<file path="src/rtl/mc_pkg.sv">
`default_nettype none
// ============================================================================
//  Module   : mc_pkg
//  Purpose  : Shared state encodings, opcode/funct constants and ALU codes
//             for the multi-cycle MIPS-subset control unit.
//  Revision : 1.0  initial release
// ============================================================================
package mc_pkg;

   // Controller states; codes 12-15 are unused and recover to FETCH
   typedef enum logic [3:0] {
      ST_FETCH  = 4'd0,
      ST_DECODE = 4'd1,
      ST_MEMADR = 4'd2,
      ST_MEMRD  = 4'd3,
      ST_MEMWB  = 4'd4,
      ST_MEMWR  = 4'd5,
      ST_EXEC   = 4'd6,
      ST_ALUWB  = 4'd7,
      ST_BRANCH = 4'd8,
      ST_ADDIEX = 4'd9,
      ST_ADDIWB = 4'd10,
      ST_JUMP   = 4'd11
   } state_t;

   // Opcodes (instr[31:26])
   localparam logic [5:0] OP_RTYPE = 6'b000000;
   localparam logic [5:0] OP_LW    = 6'b100011;
   localparam logic [5:0] OP_SW    = 6'b101011;
   localparam logic [5:0] OP_BEQ   = 6'b000100;
   localparam logic [5:0] OP_ADDI  = 6'b001000;
   localparam logic [5:0] OP_J     = 6'b000010;

   // R-type funct codes (instr[5:0])
   localparam logic [5:0] FN_ADD = 6'b100000;
   localparam logic [5:0] FN_SUB = 6'b100010;
   localparam logic [5:0] FN_AND = 6'b100100;
   localparam logic [5:0] FN_OR  = 6'b100101;
   localparam logic [5:0] FN_SLT = 6'b101010;

   // ALU operation codes
   localparam logic [3:0] ALU_AND = 4'b0000;
   localparam logic [3:0] ALU_OR  = 4'b0001;
   localparam logic [3:0] ALU_ADD = 4'b0010;
   localparam logic [3:0] ALU_SUB = 4'b0110;
   localparam logic [3:0] ALU_SLT = 4'b0111;

   // What kind of ALU operation the current state needs
   localparam logic [1:0] ACLS_ADD   = 2'd0;
   localparam logic [1:0] ACLS_SUB   = 2'd1;
   localparam logic [1:0] ACLS_FUNCT = 2'd2;

endpackage
`default_nettype wire

</file>
<file path="src/rtl/mc_control_alu_decode.sv">
`default_nettype none
// ============================================================================
//  Module   : alu_decode
//  Purpose  : Combinational ALU control: maps the state's operation class
//             and the R-type funct field to the 4-bit ALU code.
//  Revision : 1.0  initial release
// ============================================================================
module alu_decode
   import mc_pkg::*;
(
   input  logic [1:0] alu_class,
   input  logic [5:0] funct,
   output logic [3:0] alu_control,
   output logic       funct_valid
);

   logic [3:0] funct_alu;

   // Translate funct to an ALU code and flag unsupported encodings
   always_comb begin
      funct_valid = 1'b1;
      funct_alu   = ALU_ADD;
      case (funct)
         FN_ADD:  funct_alu = ALU_ADD;
         FN_SUB:  funct_alu = ALU_SUB;
         FN_AND:  funct_alu = ALU_AND;
         FN_OR:   funct_alu = ALU_OR;
         FN_SLT:  funct_alu = ALU_SLT;
         default: funct_valid = 1'b0;
      endcase
   end

   // Select fixed add/sub or the funct-derived code by operation class
   always_comb begin
      case (alu_class)
         ACLS_SUB:   alu_control = ALU_SUB;
         ACLS_FUNCT: alu_control = funct_alu;
         default:    alu_control = ALU_ADD;
      endcase
   end

endmodule
`default_nettype wire

</file>
<file path="src/rtl/mc_control.sv">
`default_nettype none
// ============================================================================
//  Module   : mc_control
//  Purpose  : Multi-cycle control FSM for the MIPS-subset core. Sequences
//             the shared ALU, register file and unified memory, stalls on
//             mem_ready and keeps retired-instruction / illegal debug state.
//  Revision : 1.0  initial release
// ============================================================================
module mc_control
   import mc_pkg::*;
#(
   parameter int CNT_W = 32
)(
   input  logic             clk,
   input  logic             rst,
   input  logic [5:0]       opcode,
   input  logic [5:0]       funct,
   input  logic             zero,
   input  logic             mem_ready,
   output logic             mem_read,
   output logic             mem_write,
   output logic             i_or_d,
   output logic             ir_write,
   output logic             reg_dst,
   output logic             mem_to_reg,
   output logic             reg_write,
   output logic             alu_src_a,
   output logic [1:0]       alu_src_b,
   output logic [1:0]       pc_src,
   output logic             pc_en,
   output logic [3:0]       alu_control,
   output logic             illegal,
   output logic [CNT_W-1:0] retired,
   output logic [3:0]       state_dbg
);

   state_t     state;
   logic       illegal_q;
   logic       pc_write;
   logic       branch;
   logic [1:0] alu_class;
   logic       funct_valid;

   alu_decode u_alu_decode (
      .alu_class   (alu_class),
      .funct       (funct),
      .alu_control (alu_control),
      .funct_valid (funct_valid)
   );

   // State transitions, retire counting and the illegal-instruction pulse
   always_ff @(posedge clk) begin
      if (rst) begin
         state     <= ST_FETCH;
         retired   <= '0;
         illegal_q <= 1'b0;
      end else begin
         illegal_q <= 1'b0;
         case (state)
            ST_FETCH:  if (mem_ready) state <= ST_DECODE;
            ST_DECODE: begin
               case (opcode)
                  OP_LW, OP_SW: state <= ST_MEMADR;
                  OP_RTYPE:     state <= ST_EXEC;
                  OP_BEQ:       state <= ST_BRANCH;
                  OP_ADDI:      state <= ST_ADDIEX;
                  OP_J:         state <= ST_JUMP;
                  default: begin
                     state     <= ST_FETCH;
                     illegal_q <= 1'b1;
                  end
               endcase
            end
            // Only lw and sw reach MEMADR, so anything not lw is a store
            ST_MEMADR: state <= (opcode == OP_LW) ? ST_MEMRD : ST_MEMWR;
            ST_MEMRD:  if (mem_ready) state <= ST_MEMWB;
            ST_MEMWR: begin
               if (mem_ready) begin
                  state   <= ST_FETCH;
                  retired <= retired + CNT_W'(1);
               end
            end
            ST_EXEC: begin
               if (funct_valid) begin
                  state <= ST_ALUWB;
               end else begin
                  state     <= ST_FETCH;
                  illegal_q <= 1'b1;
               end
            end
            ST_ADDIEX: state <= ST_ADDIWB;
            ST_MEMWB, ST_ALUWB, ST_BRANCH, ST_ADDIWB, ST_JUMP: begin
               state   <= ST_FETCH;
               retired <= retired + CNT_W'(1);
            end
            default:   state <= ST_FETCH;
         endcase
      end
   end

   // Moore output decode; reset masks every strobe so an aborted
   // instruction can never write in the reset cycle
   always_comb begin
      mem_read   = 1'b0;
      mem_write  = 1'b0;
      i_or_d     = 1'b0;
      ir_write   = 1'b0;
      reg_dst    = 1'b0;
      mem_to_reg = 1'b0;
      reg_write  = 1'b0;
      alu_src_a  = 1'b0;
      alu_src_b  = 2'b00;
      pc_src     = 2'b00;
      pc_write   = 1'b0;
      branch     = 1'b0;
      alu_class  = ACLS_ADD;
      if (!rst) begin
         case (state)
            ST_FETCH: begin
               mem_read  = 1'b1;
               alu_src_b = 2'b01;
               ir_write  = mem_ready;
               pc_write  = mem_ready;
            end
            ST_DECODE: alu_src_b = 2'b11;
            ST_MEMADR: begin
               alu_src_a = 1'b1;
               alu_src_b = 2'b10;
            end
            ST_MEMRD: begin
               mem_read = 1'b1;
               i_or_d   = 1'b1;
            end
            ST_MEMWB: begin
               reg_write  = 1'b1;
               mem_to_reg = 1'b1;
            end
            ST_MEMWR: begin
               mem_write = 1'b1;
               i_or_d    = 1'b1;
            end
            ST_EXEC: begin
               alu_src_a = 1'b1;
               alu_class = ACLS_FUNCT;
            end
            ST_ALUWB: begin
               reg_write = 1'b1;
               reg_dst   = 1'b1;
            end
            ST_BRANCH: begin
               alu_src_a = 1'b1;
               alu_class = ACLS_SUB;
               branch    = 1'b1;
               pc_src    = 2'b01;
            end
            ST_ADDIEX: begin
               alu_src_a = 1'b1;
               alu_src_b = 2'b10;
            end
            ST_ADDIWB: reg_write = 1'b1;
            ST_JUMP: begin
               pc_write = 1'b1;
               pc_src   = 2'b10;
            end
            default: ;
         endcase
      end
   end

   // PC load, illegal pulse and debug state view
   always_comb begin
      pc_en     = pc_write | (branch & zero);
      illegal   = illegal_q & ~rst;
      state_dbg = rst ? 4'd0 : state;
   end

endmodule
`default_nettype wire

</file>
<file path="config.mk">
export PLATFORM = sky130hd
export DESIGN_NAME = mc_control
export DESIGN_NICKNAME = d
export VERILOG_FILES = /design/src/rtl/mc_pkg.sv /design/src/rtl/mc_control_alu_decode.sv /design/src/rtl/mc_control.sv
export SDC_FILE = /design/constraint.sdc
export NUM_CORES = 1
export LEC_CHECK = 0
export CORE_MARGIN = 1
export CORE_UTILIZATION = 30
export CTS_BUF_LIST = sky130_fd_sc_hd__clkbuf_16
export DETAILED_ROUTE_END_ITERATION = 12
export RECOVER_POWER = 50
export SLEW_MARGIN = 20
export SYNTH_ARGS = -nofsm -noshare
export SYNTH_HDL_FRONTEND = slang
export SYNTH_HIERARCHICAL = 1
export SYNTH_SLANG_ARGS = --single-unit
export TNS_END_PERCENT = 10
</file>
<file path="constraint.sdc">
create_clock -name clk -period 6.5 [get_ports clk]
set_input_delay 0.975 -clock clk [delete_from_list [all_inputs] [get_ports clk]]
set_output_delay 0.975 -clock clk [all_outputs]
set_load 0.1 [all_outputs]
</file>
==> flow_metrics.env <==
export IMPL_io_pins=70
export IMPL_path_depth=5
export IMPL_ff2ff_path_depth=5
export IMPL_final_hold_viol_count=0
export IMPL_setup_worst_path_start_class="input pin"
export IMPL_worst_slew_pin_slew_ns=1.469
export IMPL_routed_via_count=2378
export IMPL_max_slew_margin_pct=1.026
export IMPL_p_per_area_mw_per_mm2=182.7
export IMPL_synthesis_instances=302
export IMPL_detail_route_iter0_violations=139
export IMPL_holdPathStages=2
export IMPL_synth_warnings=6
export IMPL_yosysTopAreaCell="sky130_fd_sc_hd__dfxtp_1"
export IMPL_syn_nets=321
export IMPL_detail_route_vias_per_cell=5.114
export IMPL_cts_hold_buf=0
export IMPL_fillers=798
export IMPL_finalSetupViolations=0
export IMPL_cp_required_ns=5.52
export IMPL_synth_area_top_cells="sky130_fd_sc_hd__dfxtp_1, sky130_fd_sc_hd__nor2_1, sky130_fd_sc_hd__a21oi_1"
export IMPL_portBuffers=68
export IMPL_start_util_pct=30.96
export IMPL_critPathBufInv=3
export IMPL_cts_reportedPaths_clkPinSlew_ns=0.06
export IMPL_gr_total_overflow=0
export IMPL_critical_path_top_delay_family="buffers and inverters"
export IMPL_gp_congestion=0.7885
export IMPL_most_frequent_cell_on_the_critical_path="sky130_fd_sc_hd__clkdlybuf4s50_1"
export IMPL_vias_in_the_first_global_route=2199
export IMPL_cts_sink_count=37
export IMPL_grt_start_max_net_pins=53
export IMPL_part_of_the_cycle_the_worst_path_needs_pct=70.57
export IMPL_drive_gt1_share_pct=6.887
export IMPL_dpl_hpwl_um=4677
export IMPL_ys_types=56
export IMPL_antenna_cells=0
export IMPL_grt_first_pass_wirelength_um=10700
export IMPL_cts_tree="built"
export IMPL_router_iterations_before_antenna_repair=4
export IMPL_utilization_pct=41.93
export IMPL_tightest_hold_check_type="flop to flop"
export IMPL_die_h_um=91.07
export IMPL_worst_setup_path_type="input pin to output port"
export IMPL_path_max_fanout=52
export IMPL_core_area_mm2=0.007687
export IMPL_synthesis_area_per_instance_um2=7.880
export IMPL_root_buffer="sky130_fd_sc_hd__clkbuf_16"
export IMPL_die_width_um=91.07
export IMPL_critPathCaptureType="output port"
export IMPL_slew_violations=0
export IMPL_synth_seq_area_share_pct=31.13
export IMPL_finish_net_count=381
export IMPL_antenna_found_initial=0
export IMPL_grtUsageTotal_pct=15.80
export IMPL_clk_insertion_delay_late_ns=0.28
export IMPL_crit_arrival_ns=3.61
export IMPL_status="finished, violations left"
export IMPL_leakage_nw=1.109
export IMPL_areaGrowthSynthToFinish_pct=35.44
export IMPL_cells_traversed_along_the_worst_timing_path="clkdlybuf4s50_1, buf_4, nor2_1, nor4b_1, clkdlybuf4s50_1"
export IMPL_failed_checks="max-capacitance violations"
export IMPL_vdd_drop_max_uv=101.0
export IMPL_dr_wl_cell_um=13.62
export IMPL_cts_buffers=5
export IMPL_cts_setup_buffers=0
export IMPL_fin_worst_skew_ns=0.004259
export IMPL_synth_top_cell_area_share_pct=31.13
export IMPL_post_route_drc_count=0
export IMPL_number_of_max_cap_violations=1
export IMPL_grt_setup_unrepaired="no"
export IMPL_finalSetupTns_ns=0
export IMPL_fmaxAchievable_ghz=0.2180
export IMPL_drtAntennaViolNets=0
export IMPL_fp_dieArea_mm2=0.008293
export IMPL_crit_path_top_delay_cell="sky130_fd_sc_hd__clkdlybuf4s50_1"
export IMPL_routed_wirelength_um=6331
export IMPL_ys_seq_elements=37
export IMPL_row_count=32
export IMPL_synth_area_mm2=0.002380
export IMPL_clk_path_buf_depth=2
export IMPL_htree_levels=2
export IMPL_cpPeakStageDelay_ns=1.20
export IMPL_cts_repair_resized=0
export IMPL_post_route_min_period_ns=4.587
==> registers in the layout (all words and copies together), names as in the netlist <==
signal	flops
retired	32
state	4
illegal_q	1
==> worst paths after layout <==
| kind | from | endpoint | slack, ns |
|---|---|---|---|
| setup / recovery | rst | ir_write | 1.91 |
| hold / removal | retired[31] | retired[31] | 0.49 |
| setup reg to reg | state[2] | retired[30] | 3.14 |
| hold reg to reg | retired[31] | retired[31] | 0.49 |
==> layout by cell type, fill, tap and decap left out, types with 3 or more instances in the layout <==
cell                               n
sky130_fd_sc_hd__dfxtp_1          37
sky130_fd_sc_hd__xnor2_1           9
sky130_fd_sc_hd__nand2_1          21
sky130_fd_sc_hd__and3_1            5
sky130_fd_sc_hd__nor4_1            6
sky130_fd_sc_hd__nand4_1          15
sky130_fd_sc_hd__clkdlybuf4s50_1  45
sky130_fd_sc_hd__o21ai_0          17
sky130_fd_sc_hd__nor4b_1           4
sky130_fd_sc_hd__buf_4             5
sky130_fd_sc_hd__or3_1            11
sky130_fd_sc_hd__nor3_1           13
sky130_fd_sc_hd__a21oi_1          21
sky130_fd_sc_hd__inv_1             8
sky130_fd_sc_hd__dlygate4sd3_1    19
sky130_fd_sc_hd__clkbuf_16         5
sky130_fd_sc_hd__and4_1            4
sky130_fd_sc_hd__ha_1              3
sky130_fd_sc_hd__nor2b_1           7
sky130_fd_sc_hd__xor2_1           10
sky130_fd_sc_hd__nor2_1           38
sky130_fd_sc_hd__nand2b_1          7
sky130_fd_sc_hd__nand3_1          14
sky130_fd_sc_hd__nand4bb_1         3
==> synth_stat cells (all sizes together) <==
library cell	count
nor3	13
o21ai	17
nor2b	7
and3	5
or3b	1
a31oi	1
o311ai	1
mux2	4
a31o	1
conb	1
xnor2	9
or4	2
nand2b	7
o32ai	1
or3	11
o22a	1
a21boi	1
a21oi	22
a211oi	1
nor2	38
nand2	21
nor4bb	1
o31a	1
and2b	1
nor4	7
nor4b	4
o22ai	1
dfxtp	37
and4	4
o41ai	1
a22oi	1
or2	1
o211ai	2
o21a	2
inv	8
nand4bb	3
nand3	16
nand4	17
ha	3
xor2	10
nand3b	1
clkbuf	6
buf	10
==> stage by stage <==
| stage | power, mW | hold WS (ns) | cells | setup slack, ns | area, um^2 |
|---|---|---|---|---|---|
| floorplan | 0.2952 | 0.6366 | 302 | 1.029 | 2380 |
| global placement | 0.3169 | 0.4738 | 457 | 1.943 | 3095 |
| detailed placement | 0.3176 | 0.4904 | 457 | 1.918 | 3095 |
| CTS | 0.5965 | 0.4981 | 465 | 1.907 | 3267 |
| global route | 0.6119 | 0.5388 | 465 | 1.861 | 3223 |
| finish | 0.5888 | 0.4875 | 465 | 1.913 | 3223 |
==> where the power goes <==
group	switching (mW)	internal (mW)	leakage [nW]
clock network	0.0967	0.181	0.0800
registers	0.00468	0.228	0.298
logic	0.0531	0.0246	0.730
==> worst register-to-register path: cells and delay by family (launching register included) <==
kind | cells | cell delay (ns)
compound gates | 2 | 1.33
flops | 1 | 0.62
simple gates | 3 | 1.35
==> cell type report <==
| type | instances | area, um^2 | share of cell area, % |
|---|---|---|---|
| multi-input cells | 241 | 1475 | 45.77 |
| flip-flops and latches | 37 | 740.7 | 22.98 |
| repair buffers | 69 | 678.2 | 21.04 |
| well taps | 102 | 127.6 | 3.960 |
| clock buffers | 5 | 125.1 | 3.882 |
| clock inverters | 3 | 46.29 | 1.436 |
| inverters | 8 | 30.03 | 0.9317 |
==> per-layer routing <==
metal,vias up,part of all wire (%),track usage [%],routed length (um)
met3,5,2.9,2.596,185
met1,1115,49,21.94,3093
li1,1217,-,-,-
met4,0,0.84,4.630,53
met5,-,0,0,0
met2,41,47,25.00,2999
==> cell families (layout without fill, tap and decap cells) <==
| family | after synthesis | in the layout | share of synthesized area [%] |
|---|---|---|---|
| compound gates | 54 | 54 | 13.88 |
| xor+xnor | 19 | 19 | 6.993 |
| fa+ha+maj | 3 | 3 | 1.577 |
| buf+inv | 24 | 85 | 5.047 |
| flops | 37 | 37 | 31.13 |
| mux | 4 | 4 | 2.208 |
| other cells | 1 | 1 | 0.1576 |
| simple gates | 160 | 160 | 39.01 |
Note: power is estimated with default switching activity, not from simulation.
